**config.mk**
```make
export PLATFORM = sky130hd
export DESIGN_NAME = de2i_150_qsys_led_bank_flat
export DESIGN_NICKNAME = d
export VERILOG_FILES = /design/src/rtl/de2i_150_qsys_led_bank_if.sv /design/src/rtl/de2i_150_qsys_led_bank.sv /design/src/flat_wrapper.sv
export SDC_FILE = /design/constraint.sdc
export NUM_CORES = 1
export LEC_CHECK = 0
export ABC_AREA = 1
export CAP_MARGIN = 5
export CORE_MARGIN = 2
export CORE_UTILIZATION = 48
export CTS_CLUSTER_SIZE = 24
export DETAILED_ROUTE_END_ITERATION = 12
export PLACE_DENSITY = 0.82
export SLEW_MARGIN = 20
export SYNTH_ARGS = -nofsm -noshare
export SYNTH_HDL_FRONTEND = slang
export SYNTH_SLANG_ARGS = --single-unit
```
**constraint.sdc**
```tcl
create_clock -name clk -period 1.79 [get_ports clk]
set_input_delay 0.358 -clock clk [delete_from_list [all_inputs] [get_ports clk]]
set_output_delay 0.358 -clock clk [all_outputs]
set_load 0.01 [all_outputs]
```
**src/rtl/de2i_150_qsys_led_bank_if.sv**
```systemverilog
// Avalon-MM slave bundle for the LED bank.
// Address width is the bank's word address width.
interface de2i_150_qsys_led_bank_if #(
    parameter int ADDR_W = 4
) ();
    logic [ADDR_W-1:0] address;
    logic              chipselect;
    logic              read;
    logic              write_n;
    logic [3:0]        byteenable;
    logic [31:0]       writedata;
    logic [31:0]       readdata;
    logic              readdatavalid;

    modport master (
        output address,
        output chipselect,
        output read,
        output write_n,
        output byteenable,
        output writedata,
        input  readdata,
        input  readdatavalid
    );

    modport slave (
        input  address,
        input  chipselect,
        input  read,
        input  write_n,
        input  byteenable,
        input  writedata,
        output readdata,
        output readdatavalid
    );
endinterface

```
**src/rtl/de2i_150_qsys_led_bank.sv**
```systemverilog
// Multi-channel LED/output register bank on Avalon-MM with
// set/clear writes, byte enables and a shared blink generator.
module de2i_150_qsys_led_bank #(
    parameter int               NUM_CH    = 4,
    parameter int               WIDTH     = 9,
    parameter logic [WIDTH-1:0] RESET_VAL = '0,
    parameter int               BLINK_DIV = 25000000
) (
    input  logic                    clk,
    input  logic                    reset_n,
    de2i_150_qsys_led_bank_if.slave bus,
    output logic [NUM_CH*WIDTH-1:0] out_port
);
    localparam int ADDR_W = $clog2(NUM_CH) + 2;
    localparam int CH_W   = (ADDR_W > 2) ? ADDR_W - 2 : 1;
    localparam int CNT_W  = $clog2(BLINK_DIV);

    logic [WIDTH-1:0] r_data  [NUM_CH];
    logic [WIDTH-1:0] r_blink [NUM_CH];
    logic [CNT_W-1:0] r_cnt;
    logic             r_phase;
    logic [31:0]      r_rdata;
    logic             r_rvalid;

    logic [CH_W-1:0]  w_ch;
    logic [1:0]       w_reg;
    logic             w_wr;
    logic             w_rd;
    logic [31:0]      w_mask32;
    logic [31:0]      w_wd32;
    logic [WIDTH-1:0] w_mask;
    logic [WIDTH-1:0] w_wd;
    logic [WIDTH-1:0] w_rsel;
    logic             w_unused;

    generate
        if (ADDR_W > 2) begin : g_ch
            assign w_ch = bus.address[ADDR_W-1:2];
        end else begin : g_ch1
            assign w_ch = '0;
        end
    endgenerate

    assign w_reg = bus.address[1:0];
    assign w_wr  = bus.chipselect & ~bus.write_n;
    assign w_rd  = bus.chipselect & bus.read & bus.write_n;

    assign w_mask32 = {{8{bus.byteenable[3]}},
                       {8{bus.byteenable[2]}},
                       {8{bus.byteenable[1]}},
                       {8{bus.byteenable[0]}}};
    // Disabled lanes read as zero, so SET/CLEAR leave those bits alone
    assign w_wd32   = bus.writedata & w_mask32;
    assign w_mask   = w_mask32[WIDTH-1:0];
    assign w_wd     = w_wd32[WIDTH-1:0];
    assign w_unused = &{1'b0, w_wd32, w_mask32};

    // Out-of-range channels match no c, so their writes fall away
    always_ff @(posedge clk) begin
        if (!reset_n) begin
            for (int c = 0; c < NUM_CH; c++) begin
                r_data[c]  <= RESET_VAL;
                r_blink[c] <= '0;
            end
        end else if (w_wr) begin
            for (int c = 0; c < NUM_CH; c++) begin
                if (w_ch == CH_W'(c)) begin
                    unique case (w_reg)
                        2'd0: r_data[c]  <= (r_data[c] & ~w_mask) | w_wd;
                        2'd1: r_data[c]  <= r_data[c] | w_wd;
                        2'd2: r_data[c]  <= r_data[c] & ~w_wd;
                        2'd3: r_blink[c] <= (r_blink[c] & ~w_mask) | w_wd;
                    endcase
                end
            end
        end
    end

    always_ff @(posedge clk) begin
        if (!reset_n) begin
            r_cnt   <= '0;
            r_phase <= 1'b0;
        end else if (r_cnt == CNT_W'(BLINK_DIV - 1)) begin
            r_cnt   <= '0;
            r_phase <= ~r_phase;
        end else begin
            r_cnt <= r_cnt + 1'b1;
        end
    end

    always_comb begin
        w_rsel = '0;
        for (int c = 0; c < NUM_CH; c++) begin
            if (w_ch == CH_W'(c)) begin
                w_rsel = (w_reg == 2'd3) ? r_blink[c] : r_data[c];
            end
        end
    end

    always_ff @(posedge clk) begin
        if (!reset_n) begin
            r_rdata  <= '0;
            r_rvalid <= 1'b0;
        end else begin
            r_rvalid <= w_rd;
            if (w_rd) begin
                r_rdata <= 32'(w_rsel);
            end
        end
    end

    assign bus.readdata      = r_rdata;
    assign bus.readdatavalid = r_rvalid;

    generate
        for (genvar c = 0; c < NUM_CH; c++) begin : g_out
            assign out_port[c*WIDTH +: WIDTH] =
                r_data[c] & ~(r_blink[c] & {WIDTH{r_phase}});
        end
    endgenerate
endmodule

```
**src/flat_wrapper.sv**
```systemverilog
// flat-port wrapper written by rule: the top's interface ports become plain ports
module de2i_150_qsys_led_bank_flat 
#(
    parameter int               NUM_CH    = 4,
    parameter int               WIDTH     = 9,
    parameter logic [WIDTH-1:0] RESET_VAL = '0,
    parameter int               BLINK_DIV = 25000000
)
  (clk, reset_n, out_port, bus_address, bus_chipselect, bus_read, bus_write_n, bus_byteenable, bus_writedata, bus_readdata, bus_readdatavalid);
  de2i_150_qsys_led_bank_if #(.ADDR_W((4))) bus_i ();
  input  logic clk;
  input  logic reset_n;
  output logic [NUM_CH*WIDTH-1:0] out_port;
  input wire logic [$bits(bus_i.address)-1:0] bus_address;
  input wire logic [$bits(bus_i.chipselect)-1:0] bus_chipselect;
  input wire logic [$bits(bus_i.read)-1:0] bus_read;
  input wire logic [$bits(bus_i.write_n)-1:0] bus_write_n;
  input wire logic [$bits(bus_i.byteenable)-1:0] bus_byteenable;
  input wire logic [$bits(bus_i.writedata)-1:0] bus_writedata;
  output wire logic [$bits(bus_i.readdata)-1:0] bus_readdata;
  output wire logic [$bits(bus_i.readdatavalid)-1:0] bus_readdatavalid;
  assign bus_i.address = bus_address;
  assign bus_i.chipselect = bus_chipselect;
  assign bus_i.read = bus_read;
  assign bus_i.write_n = bus_write_n;
  assign bus_i.byteenable = bus_byteenable;
  assign bus_i.writedata = bus_writedata;
  assign bus_readdata = bus_i.readdata;
  assign bus_readdatavalid = bus_i.readdatavalid;
  de2i_150_qsys_led_bank #(.NUM_CH(NUM_CH), .WIDTH(WIDTH), .RESET_VAL(RESET_VAL), .BLINK_DIV(BLINK_DIV)) u_core (.clk(clk), .reset_n(reset_n), .bus(bus_i), .out_port(out_port));
endmodule
```
# Word-level counts from Yosys, hierarchy flattened
# Memories as Yosys holds them, arrays and structs flattened.
# Index checks and enable logic that the tools add are counted.
[classes]
addsub = 1
n_eq_ne = 7
n_mux = 93
bitwise = 61
n_reduce_logical = 3
[ops]
columns = ["op", "n"]
rows = [
  ["$mux W9", 24],
  ["$and A9 B9 Y9", 21],
  ["$or A9 B9 Y9", 12],
  ["$mux W1", 69],
  ["$not A9 Y9", 6],
  ["$add A25 B1 Y25 const B", 1],
  ["$eq A25 B25 Y1 const B", 1],
  ["$or A1 B1 Y1", 16],
  ["$eq A2 B2 Y1 const B", 4],
  ["$eq A2 B1 Y1 const B", 2],
  ["$logic_not A2 Y1", 2],
  ["$and A1 B1 Y1", 3],
  ["$not A1 Y1", 3],
  ["$reduce_or A2 Y1", 1],
]
[totals]
reg_bits = 36
ramBits = 72
inputBits = 45
out_inout_bits = 69
wordCells = 171
mem_count = 2
[memory_table]
columns = ["memory", "depth", "width", "rd", "rd_ports_with_merged_regs", "wr", "line_no", "text"]
rows = [
  ["u_core.r_blink", 4, 9, 4, 0, 4, "de2i_150_qsys_led_bank.sv:19", "logic [WIDTH-1:0] r_blink [NUM_CH];"],
  ["u_core.r_data", 4, 9, 4, 0, 4, "de2i_150_qsys_led_bank.sv:18", "logic [WIDTH-1:0] r_data [NUM_CH];"],
]

# Depth between registers and ports, before layout
[logic_depth]
depth_word = 9
ltp_mapped = 8
depth_no_buf = 8

# Worst setup path after synthesis
# OpenSTA, ideal clock, no wires.
[synth_path]
path_type = "input -> register"
start = "input port bus_address[0]"
end = "memory u_core.r_blink[3][0] (enable)"
setup_time_ns = 0.387
arrival_time_ns = 1.439
t_required_ns = 1.403
setup_slack_ns = -0.036
path_stages = 5
n_path_buf = 1
cell_sequence = "nand2_2 clkbuf_1 nor2_1 inv_1 o21ai_0"
[synth_rtl]
columns = ["element", "line_no", "text"]
rows = [
  ["start: declaration", "flat_wrapper.sv:14", "input wire logic [$bits(bus_i.address)-1:0] bus_address;"],
  ["end: declaration", "de2i_150_qsys_led_bank.sv:19", ""],
]

# Worst setup path after layout
[layout_path]
start = "register u_core.r_phase"
end = "output port out_port[30]"
[layout_between]
elab_chain_cells = 3
[layout_lines]
columns = ["element", "line_no", "text"]
rows = [
  ["start: declaration", "de2i_150_qsys_led_bank.sv:21", "logic r_phase;"],
  ["start signal: assignment", "de2i_150_qsys_led_bank.sv:85", "r_phase <= ~r_phase;"],
  ["$and A9 B9 Y9", "de2i_150_qsys_led_bank.sv:118", "r_data[c] & ~(r_blink[c] & {WIDTH{r_phase}});"],
  ["$not A9 Y9", "de2i_150_qsys_led_bank.sv:118", ""],
  ["$and A9 B9 Y9", "de2i_150_qsys_led_bank.sv:118", ""],
  ["end: declaration", "flat_wrapper.sv:13", "output logic [NUM_CH*WIDTH-1:0] out_port;"],
]
# No other way between the ends.

==> insert_results.sql <==
INSERT INTO impl_metrics (metric_group, metric, value, unit) VALUES
('floorplan', 'die-area', '13930', 'um^2'),
('clocking', 'cts-buffers-inserted', '9', ''),
('layout', 'layout-drive-gt1-share', '11.96', '%'),
('critical_path', 'worst_reg2reg_path_depth', '6', ''),
('grt', 'grt_pass1_vias', '5723', ''),
('logic_synthesis', 'synthCells', '837', ''),
('power_and_ir_drop', 'power-per-cell-area', '700.4', 'nW/um^2'),
('clocking', 'buffer_cell_driving_the_clock_tree_root', 'clkbuf_16', ''),
('min_path', 'min_path_cells', '2', ''),
('critical_path', 'worst-setup-path-type', 'reg2out', ''),
('route', 'vias', '6257', ''),
('logic_synthesis', 'synthesis.area', '6240', 'um^2'),
('floorplan', 'io_pins', '114', ''),
('timing', 'finalCritPeriodShare', '97.88', '%'),
('power_and_ir_drop', 'power.total', '5.478', 'mW'),
('route', 'drt_drc_violations_left', '0', ''),
('logic_synthesis', 'post_synth_and_or_nand_nor_area_fraction', '27.55', '%'),
('clocking', 'clockBufferDepth', '2', ''),
('critical_path', 'kind_of_start_point_of_the_critical_path', 'flip-flop', ''),
('critical_path', 'regToRegStartpoint', 'u_core.r_cnt[0]', ''),
('logic_synthesis', 'synth_compound_gate_area_share', '14.88', '%'),
('power_and_ir_drop', 'max-vdd-ir-drop', '630.6', 'uV'),
('route', 'postRouteAntennaNets', '0', ''),
('route', 'routed_via_density', '5.479', ''),
('critical_path', 'rrSetupSlack', '0.12', 'ns'),
('min_path', 'hold-path-endpoint', 'u_core.r_cnt[24]', ''),
('placement', 'place.gp.congestion', '0.9633', ''),
('floorplan', 'core_area', '12670', 'um^2'),
('layout', 'inserted_diodes', '0', ''),
('logic_synthesis', 'muxShareOfSynthArea', '0', '%'),
('placement', 'place_area', '7567', 'um^2'),
('timing', 'fin_worst_skew', '0.005966', 'ns'),
('timing', 'finalMaxSlewViolations', '0', ''),
('logic_synthesis', 'synth_seq_area_share', '46.20', '%'),
('clocking', 'tritoncts', 'done', ''),
('route', 'detail_route.iter0.violations', '802', ''),
('critical_path', 'worst_ep_required_time', '1.43', 'ns'),
('power_and_ir_drop', 'power_leakage', '3.217', 'nW'),
('logic_synthesis', 'synth.lib_cells_used.distinct', '33', ''),
('route', 'drt_pass1_iterations', '6', ''),
('clocking', 'htree_num_levels', '3', ''),
('critical_path', 'timing.critical_path.to_type', 'output pin', ''),
('placement', 'place_hpwl', '14540', 'um'),
('clocking', 'post_cts.repair.setup_buffers', '0', ''),
('logic_synthesis', 'synth_seq_cells', '108', ''),
('critical_path', 'critPathMaxFanout', '20', ''),
('timing', 'timing_hold_violations_final', '0', ''),
('clocking', 'clk_pin_slew', '0.07', 'ns'),
('route', 'total_wire_length', '19630', 'um'),
('layout', 'utilization', '61.73', '%'),
('critical_path', 'critical_path.reg2reg.endpoint', 'u_core.r_cnt[8]', ''),
('flow_run', 'maxCapViolations', '0', ''),
('run_status', 'status', 'finished clean', ''),
('floorplan', 'floorplan.initialDensity', '49.24', '%'),
('layout', 'syn2layout_area_growth', '25.35', '%'),
('floorplan', 'floorplan.die.width', '118.0', 'um'),
('clocking', 'clock-sinks', '108', ''),
('critical_path', 'crit_arrival', '1.39', 'ns'),
('grt', 'track_usage', '28.06', '%'),
('floorplan', 'rows', '41', ''),
('layout', 'final_nets', '1011', ''),
('logic_synthesis', 'synth-xor-area-share', '1.263', '%'),
('timing', 'rsz_0062_raised_after_global_routing', 'false', ''),
('placement', 'io_buffers', '65', ''),
('timing', 'finalSetupViolCount', '0', ''),
('logic_synthesis', 'avg_inst_size_synth', '7.455', 'um^2'),
('layout', 'post-route-cell-area', '7821', 'um^2'),
('floorplan', 'die_h', '118.0', 'um'),
('clocking', 'hold_buffers', '0', ''),
('timing', 'setup_slack', '0.03795', 'ns'),
('route', 'avgRoutedWirePerCell', '17.19', 'um'),
('min_path', 'worst_hold_startpoint', 'u_core.r_cnt[24]', ''),
('placement', 'post-place-ws', '-0.2720', 'ns'),
('logic_synthesis', 'yosys_warnings', '0', ''),
('logic_synthesis', 'yosys.area_share.adder', '0.2005', '%'),
('timing', 'timing.fmax', '570.8', 'MHz'),
('timing', 'fin_crit', '1.752', 'ns'),
('logic_synthesis', 'dominant_combinational_cell_family_by_area_after_synthesis', 'simple AND/OR/NAND/NOR gates', ''),
('grt', 'antenna_found_initial', '0', ''),
('grt', 'grt_pass1_wl', '29930', 'um'),
('min_path', 'hold_path_class', 'reg2reg', ''),
('clocking', 'clock_latency', '0.35', 'ns'),
('grt', 'grt_start_max_net_pins', '28', ''),
('grt', 'gr-total-overflow', '0', ''),
('timing', 'final.hold.worst_slack', '0.4844', 'ns');
-- synth_stat cells --
master    count  area [um^2]
nand3_1      36        180.2
o21ai_0      36        180.2
nor2_2        1        6.260
dfxtp_1      36        720.7
nand2_1     224        840.8
or2_2         2        12.51
clkbuf_1     12        45.04
buf_1         2        7.510
nand3b_1      6        45.04
xor2_1        5        43.79
nand3_2       3        30.03
edfxtp_1     72         2162
buf_2         5        25.02
nor3_4        1        16.27
a21boi_0      9        67.56
buf_4        24        180.2
nand2_2       4        25.02
buf_6         3        33.78
clkinv_1      2        7.510
inv_2         1        3.750
nand2_4       1        11.26
o211ai_1      2        15.01
inv_1        83        311.6
nor2_4        3        33.78
nand3b_2      1        11.26
nand4_1       5        31.28
xnor2_1       4        35.03
nor3_1        8        40.04
nor2_1      108        405.4
conb_1        1        3.750
a21oi_1     133        665.6
ha_1          1        12.51
nor3_2        3        30.03
-- cell type report --
type / count / area, um^2
clock inverters: 4 / 23.77
multi-input cells: 619 / 2841
well taps: 172 / 215.2
repair buffers: 141 / 1287
flip-flops and latches: 108 / 2884
fillers: 1161 / 4850
inverters: 86 / 322.8
clock buffers: 12 / 246.5
-- placed cells by master (no fill, tap or decap), types with 8 or more instances in the layout --
cell / n
nand2_1: 223
clkbuf_16: 9
buf_12: 8
nor2_1: 107
edfxtp_1: 72
buf_4: 67
clkdlybuf4s50_1: 28
inv_1: 83
dfxtp_1: 35
o21ai_0: 35
conb_1: 23
nand3_1: 36
dlygate4sd2_1: 34
a21oi_1: 130
nor3_1: 8
-- flip-flops by register name (all words and copies together) (netlist names) --
| register | cells |
|---|---|
| u_core.bus.readdata | 9 |
| u_core.bus.readdatavalid | 1 |
| u_core.r_blink | 36 |
| u_core.r_cnt | 25 |
| u_core.r_data | 36 |
| u_core.r_phase | 1 |
-- routing by layer --
metal | share of wire, % | routed length (um) | GRT usage (%)
met5 | 0 | 0 | 0
met4 | 5.1 | 1004 | 15.59
met3 | 10 | 2004 | 5.087
met2 | 46 | 8934 | 44.37
met1 | 39 | 7690 | 36.35
-- cell families (layout without fill, tap and decap cells) --
logic type | count (synthesis) | count (layout)
AO/OA/AOI/OAI | 180 | 180
other | 1 | 23
adder cells (fa/ha/maj) | 1 | 1
flip-flops | 108 | 108
buffers and inverters | 132 | 243
AND/OR/NAND/NOR | 406 | 406
XOR/XNOR | 9 | 9
-- repair_timing --
item | CTS | global route
cloned | 0 | 0
endpoints found under the setup margin | 36 | 43
resized for setup | 42 | 13
-- metrics by stage --
step	TNS, ns	cells
after floorplan	-1.296	859
after global placement	-21.97	1126
after detailed placement	-23.49	1126
after CTS	0	1142
after global routing	0	1142
final	0	1142
-- critical path, cell delays in order (launching register included) --
cell	delay [ns]
dfxtp_2	0.35
buf_12	0.16
a21oi_1	0.22
dlygate4sd2_1	0.31
-- how the worst max path moves through the flow --
stage,startpoint,end,cells past startpoint
after floorplan,bus_address[0],u_core.r_blink[3][0],5
after global placement,reset_n,u_core.r_data[0][5],7
after detailed placement,reset_n,u_core.r_data[0][2],7
after CTS,u_core.r_phase,out_port[22],3
after global routing,u_core.r_phase,out_port[25],3
final,u_core.r_phase,out_port[30],3
-- power by group --
part	switching [mW]	internal, mW
clock network	0.918	0.981
registers	0.0626	2.74
logic	0.474	0.304
No activity file was read; power rests on OpenSTA's default activity.
==> edit 1, RTL diff (config.mk and constraints unchanged) <==
Make the reset (`reset_n`) asynchronous in 3 clocked blocks.
--- a/src/rtl/de2i_150_qsys_led_bank.sv
+++ b/src/rtl/de2i_150_qsys_led_bank.sv
@@ -56,7 +56,7 @@
     assign w_unused = &{1'b0, w_wd32, w_mask32};
 
     // Out-of-range channels match no c, so their writes fall away
-    always_ff @(posedge clk) begin
+    always_ff @(posedge clk or negedge reset_n) begin
         if (!reset_n) begin
             for (int c = 0; c < NUM_CH; c++) begin
                 r_data[c]  <= RESET_VAL;
@@ -76,7 +76,7 @@
         end
     end
 
-    always_ff @(posedge clk) begin
+    always_ff @(posedge clk or negedge reset_n) begin
         if (!reset_n) begin
             r_cnt   <= '0;
             r_phase <= 1'b0;
@@ -97,7 +97,7 @@
         end
     end
 
-    always_ff @(posedge clk) begin
+    always_ff @(posedge clk or negedge reset_n) begin
         if (!reset_n) begin
             r_rdata  <= '0;
             r_rvalid <= 1'b0;
Behaviour: differs if reset_n is asserted again (counterexample within 4 cycles, from zero or initial values and one cycle with reset_n low); with reset_n held inactive, the same outputs for 4 cycles.
==> edit 1 against the original RTL <==
The flow now finishes with violations (negative setup slack). Power up 20%. First-iteration DRC count down 32%. Synthesized area decreased by 2.8%. Wire length shrank 19%. Sequential cell count is the same. Design area down 3.3%. Largest cell class is now multi-input combinational cells. Core utilization decreased by 1.1 points. Worst setup slack worse by 0.086 ns.
==> edit 1: results (changes against the original RTL) <==
Yosys cell types 35 (+6.1%); HPWL Detailed 11.1 mm (-23%); outcome finished, violations left; final wirelength 15.8 mm (-19%); first-pass GRT wire length 26.1 mm (-13%); CP startpoint u_core.r_phase$_DFFE_PN0N_; met3 usage 6.49% (+1.4 points); largest net degree at the start of global routing 43 (+54%); Synth area leaders dfrtp_1, nand2_1, o21ai_0; CP max stage delay 0.45 ns (+0.10 ns); worst r2r src u_core.r_cnt[1]$_DFF_PN0_; count leader, synth nand2_1; Post-synth top flop dfrtp_1; maximum vdd drop 0.661 mV (+4.8%); Clk pin slew, worst setup/hold paths about 0.08 ns; Critical Path End out_port[7]; Hold/Removal Path Class in -> async; Reg2Reg Depth 7 (+1); synth cell count leaders nand2_1, dfrtp_1, nor2_1; proportion of synthesized chip area in sequential cells 44.5% (-1.7 points); Worst path slowest cell dfrtp_2; wire per inst 14.6 µm (-15%); CTS root buffer clkbuf_16; met2 wire len 7.63 mm (-15%); dpl ws -0.194 ns (+0.0783 ns); Post-Route Skew 0.00855 ns (+0.00258 ns); failing checks negative setup slack; crit-path max FO 7 (-65%); First-pass DRT Iterations 5 (-1); gr usage total 24.9% (-3.2 points); met1 wire length 6.91 mm (-10%); initial DRC count 544 (-32%); vias in the first global route 5282 (-7.7%); placed cell count 1058 (-6.0%); met2 Use GR 41.0% (-3.4 points); Setup Viol. Count Final 9 (+9); reg2reg end u_core.r_cnt[16]$_DFF_PN0_; Arrival @ worst endpoint 1.48 ns (+0.09 ns); n_diodes 0 (unchanged); Ys Warns 0 (unchanged); Pleak 3.71 nW (+15%); Num CTS Buffers 9 (unchanged); Async S/R FF share, synth 100% (+100 points); final worst slack -0.0480 ns (-0.0859 ns); Post-Syn Instances 805 (-3.8%); Final Wtd Congestion 0.896 (-7.0%); share of layout cells above drive strength 1 18.5% (+6.5 points); met3 wire length 944 µm (-53%); Worst R2R Setup Slack 0.25 ns (+0.13 ns); met1 global-route usage 32.3% (-4.0 points); NumNets Final 949 (-6.1%); Avg Vias per Cell 5.21 (-4.9%)
## edit 1: cell types whose count changed after synthesis, sizes merged, moves of 23 or more
cell    change
a21boi     +27
a21oi     -132
dfrtp     +108
dfxtp      -36
edfxtp     -72
nand2      +38
nor2       -23
o21ai      +71
## edit 1: through the flow
step | instance area, µm² | TNS, ns | util, % | hold slack (ns) | power (mW)
after detailed placement | 7130 | -5.81 | 57.2 | 0.325 | 4.52
after global routing | 7560 | -0.717 | 60.7 | 0.524 | 6.94
after floorplan | 6150 | 0 | - | 0.0624 | 3.76
final | 7560 | -0.245 | 60.7 | 0.480 | 6.60
after global placement | 7130 | -2.77 | 57.2 | 0.326 | 4.48
after CTS | 7530 | -1.34 | 60.4 | 0.486 | 6.58
## edit 1: logic make-up (layout without fill, tap and decap cells)
kind of cell               after synthesis  after routing  synth area share [%]
adders and majority gates                1              1                 0.206
AOI/OAI and AO/OA                      145            145                  14.0
xor gates and xnor gates                11             11                  1.59
DFF                                    108            108                  44.5
buffers and inverters                  113            194                  9.59
other                                    1             23                0.0618
and+or+nand+nor                        426            426                  30.0
## edit 1: power breakdown
part,total [mW],switching [mW],internal [mW]
sequential,3.01,0.265,2.75
clock,2.11,0.986,1.12
combinational,1.48,0.774,0.707
## edit 1: layout make-up
class	count	area, µm²
Timing Repair Buffer	113	1050
Tap cell	172	215
Clock buffer	10	229
Fill cell	1067	4900
Clock inverter	6	82.6
Inverter	65	246
Sequential cell	108	2700
Multi-Input combinational cell	606	3040
## edit 1: timing repair
action,in CTS,in global routing
pin swaps,4,3
gates cloned,1,0
hold endpoints to repair,27,0
setup buffers,4,1
setup endpoints to repair,36,33
hold buffers,1,0
gates resized for setup,192,34
==> edit 2, RTL diff (config.mk and constraints unchanged) <==
Made on the original files. `WIDTH` is set to 9 in 2 places; all go to 7.
--- a/src/rtl/de2i_150_qsys_led_bank.sv
+++ b/src/rtl/de2i_150_qsys_led_bank.sv
@@ -2,7 +2,7 @@
 // set/clear writes, byte enables and a shared blink generator.
 module de2i_150_qsys_led_bank #(
     parameter int               NUM_CH    = 4,
-    parameter int               WIDTH     = 9,
+    parameter int               WIDTH     = 7,
     parameter logic [WIDTH-1:0] RESET_VAL = '0,
     parameter int               BLINK_DIV = 25000000
 ) (
--- a/src/flat_wrapper.sv
+++ b/src/flat_wrapper.sv
@@ -2,7 +2,7 @@
 module de2i_150_qsys_led_bank_flat 
 #(
     parameter int               NUM_CH    = 4,
-    parameter int               WIDTH     = 9,
+    parameter int               WIDTH     = 7,
     parameter logic [WIDTH-1:0] RESET_VAL = '0,
     parameter int               BLINK_DIV = 25000000
 )
Ports: changed (resized out_port); port bits go from 114 to 106. The function was not compared with the original's and may differ.
==> edit 2 against the original RTL <==
Worst setup slack got worse by 0.0072 ns. Wire length shrank 27%. Sequential cell count is 18 lower. Sequential share of layout area decreased by 0.36 points. Power fell by 19%. Core utilization decreased by 1.8 points. Synthesized area is 15% lower. Design area decreased by 17%. Via count is 17% lower. Critical path type unchanged. Largest cell class is now multi-input combinational cells. Largest power group unchanged.
==> edit 2: results (changes against the original RTL) <==
hold path cells 1 (-1); gr usage total 24.3% (-3.8 points); Avg Vias per Cell 5.34 (-2.5%); initial DRC count 726 (-9.5%); top flop regs u_core.r_blink x28, u_core.r_data x28, u_core.r_cnt x25; Placed Area 6290 µm² (-17%); worst r2r src u_core.r_cnt[0]$_SDFF_PP0_; Hold Path End u_core.r_cnt[0]$_SDFF_PP0_; largest net degree at the start of global routing 29 (+3.6%); Int Pwr 3.28 mW (-18%); Post-Route Skew 0.0148 ns (+0.00883 ns); Post-synth EDFFs 56 (-22%); port bufs 52 (-20%); Pleak 2.61 nW (-19%); post-cts resize count 29 (-31%); outcome finished clean; Hold Path Origin u_core.r_cnt[0]$_SDFF_PP0_; Reg2Reg Depth 8 (+2); wire per inst 14.7 µm (-14%); Hold/Removal Path Class reg -> reg; number of antenna violations at the first check in global routing 0 (unchanged); NumNets Final 874 (-14%); Arrival @ worst endpoint approximately 1.4 ns; HPWL Detailed 10.3 mm (-29%); Post-synth top flop edfxtp_1; First-pass DRT Iterations 6 (unchanged); Num CTS Buffers 9 (unchanged); vias in the first global route 4555 (-20%); Worst R2R Setup Slack 0.22 ns (+0.10 ns); Synth area leaders edfxtp_1, dfxtp_1, nand2_1; crit-path max FO 28 (+40%); # H-tree levels 3 (unchanged); max-cap violations 0 (unchanged); Clk pin slew, worst setup/hold paths 0.09 ns (+0.02 ns); CTS root buffer clkbuf_8; Yosys cell types 30 (-9.1%); Clk Latency, worst-skew pair 0.37 ns (+0.02 ns); n_diodes 0 (unchanged); CTS max path bufs 2 (unchanged); synth cell count leaders nand2_1, nor2_1, a21oi_1; Final Wtd Congestion 0.997 (+3.5%); share of layout cells above drive strength 1 10.8% (-1.2 points); maximum vdd drop 0.382 mV (-39%); first-pass GRT wire length 22.0 mm (-26%); setup repair bufs after CTS 0 (unchanged); Fin Hold WS 0.487 ns (+0.00263 ns); total power 4.43 mW (-19%); Async S/R FF share, synth 0% (unchanged); Ys Warns 0 (unchanged); reg2reg end u_core.r_cnt[6]$_SDFF_PP0_; proportion of synthesized chip area in sequential cells 44.7% (-1.5 points)
==> edit 2: cell count changes after synthesis, moves of 9 or more <==
| cell | unedited run | this run |
|---|---|---|
| a21oi_1 | 133 | 99 |
| nand2_1 | 224 | 169 |
| inv_1 | 83 | 70 |
| o211ai_1 | 2 | 15 |
| nor2_1 | 108 | 120 |
| edfxtp_1 | 72 | 56 |
| a21boi_0 | 9 | 0 |
| o21ai_0 | 36 | 47 |
==> edit 2: how the worst max path moves through the flow <==
stage                                      startpoint                                  to  slack (ns)  cells past startpoint
after floorplan                        bus_address[0]  u_core.r_blink[3][0]$_SDFFCE_PN0P_      -0.005                      5
after global placement                 bus_chipselect  u_core.r_blink[2][0]$_SDFFCE_PN0P_       -0.21                      8
after detailed placement               bus_chipselect   u_core.r_data[1][6]$_SDFFCE_PN0P_       -0.24                      7
after CTS                 u_core.r_phase$_SDFFE_PN0N_                        out_port[12]        0.03                      3
after global routing                   bus_chipselect   u_core.r_data[1][6]$_SDFFCE_PN0P_       -0.04                      7
final                     u_core.r_phase$_SDFFE_PN0N_                         out_port[6]        0.03                      3
==> edit 2: area by class of cell <==
| type | count | area [µm²] |
|---|---|---|
| Multi-Input combinational cell | 541 | 2430 |
| Inverter | 74 | 278 |
| Timing Repair Buffer | 112 | 1010 |
| Clock inverter | 6 | 81.3 |
| Fill cell | 952 | 4320 |
| Tap cell | 140 | 175 |
| Sequential cell | 90 | 2360 |
| Clock buffer | 10 | 128 |
==> edit 2: stage by stage <==
step,std cells,setup WS [ns]
floorplan,753,-0.00537
CTS,973,0.0275
detailed placement,957,-0.238
finish,973,0.0308
global placement,957,-0.208
global route,973,-0.0423
==> edit 2: metal layers <==
layer	share of wire (%)	GRT usage [%]
met4	3.6	10.5
met5	0	0
met3	10	5.74
met2	44	36.6
met1	42	33.3
==> edit 2: cell families (layout without fill, tap and decap cells) <==
kind of cell,count (synthesis),after routing,share of synthesized area [%]
AO/OA/AOI/OAI,162,162,16.1
other,1,25,0.0710
adder cells (fa/ha/maj),1,1,0.237
XOR/XNOR,7,7,1.16
AND/OR/NAND/NOR,346,346,26.6
buffers and inverters,122,202,11.0
flip-flops,90,90,44.7
==> edit 2: critical path, stage by stage (launching register included) <==
cell and delay (ns):
dfxtp_1 0.35, buf_12 0.17, a21oi_1 0.21, dlygate4sd2_1 0.30
==> edit 2: power groups by stage <==
stage	registers, mW	logic (mW)	clock network [mW]
3_3_place_gp	2.35	0.610	0
2_1_floorplan	2.34	0.355	0
6_report	2.31	0.613	1.51
5_1_grt	2.31	0.667	1.62
4_1_cts	2.30	0.602	1.53
3_5_place_dp	2.35	0.617	0
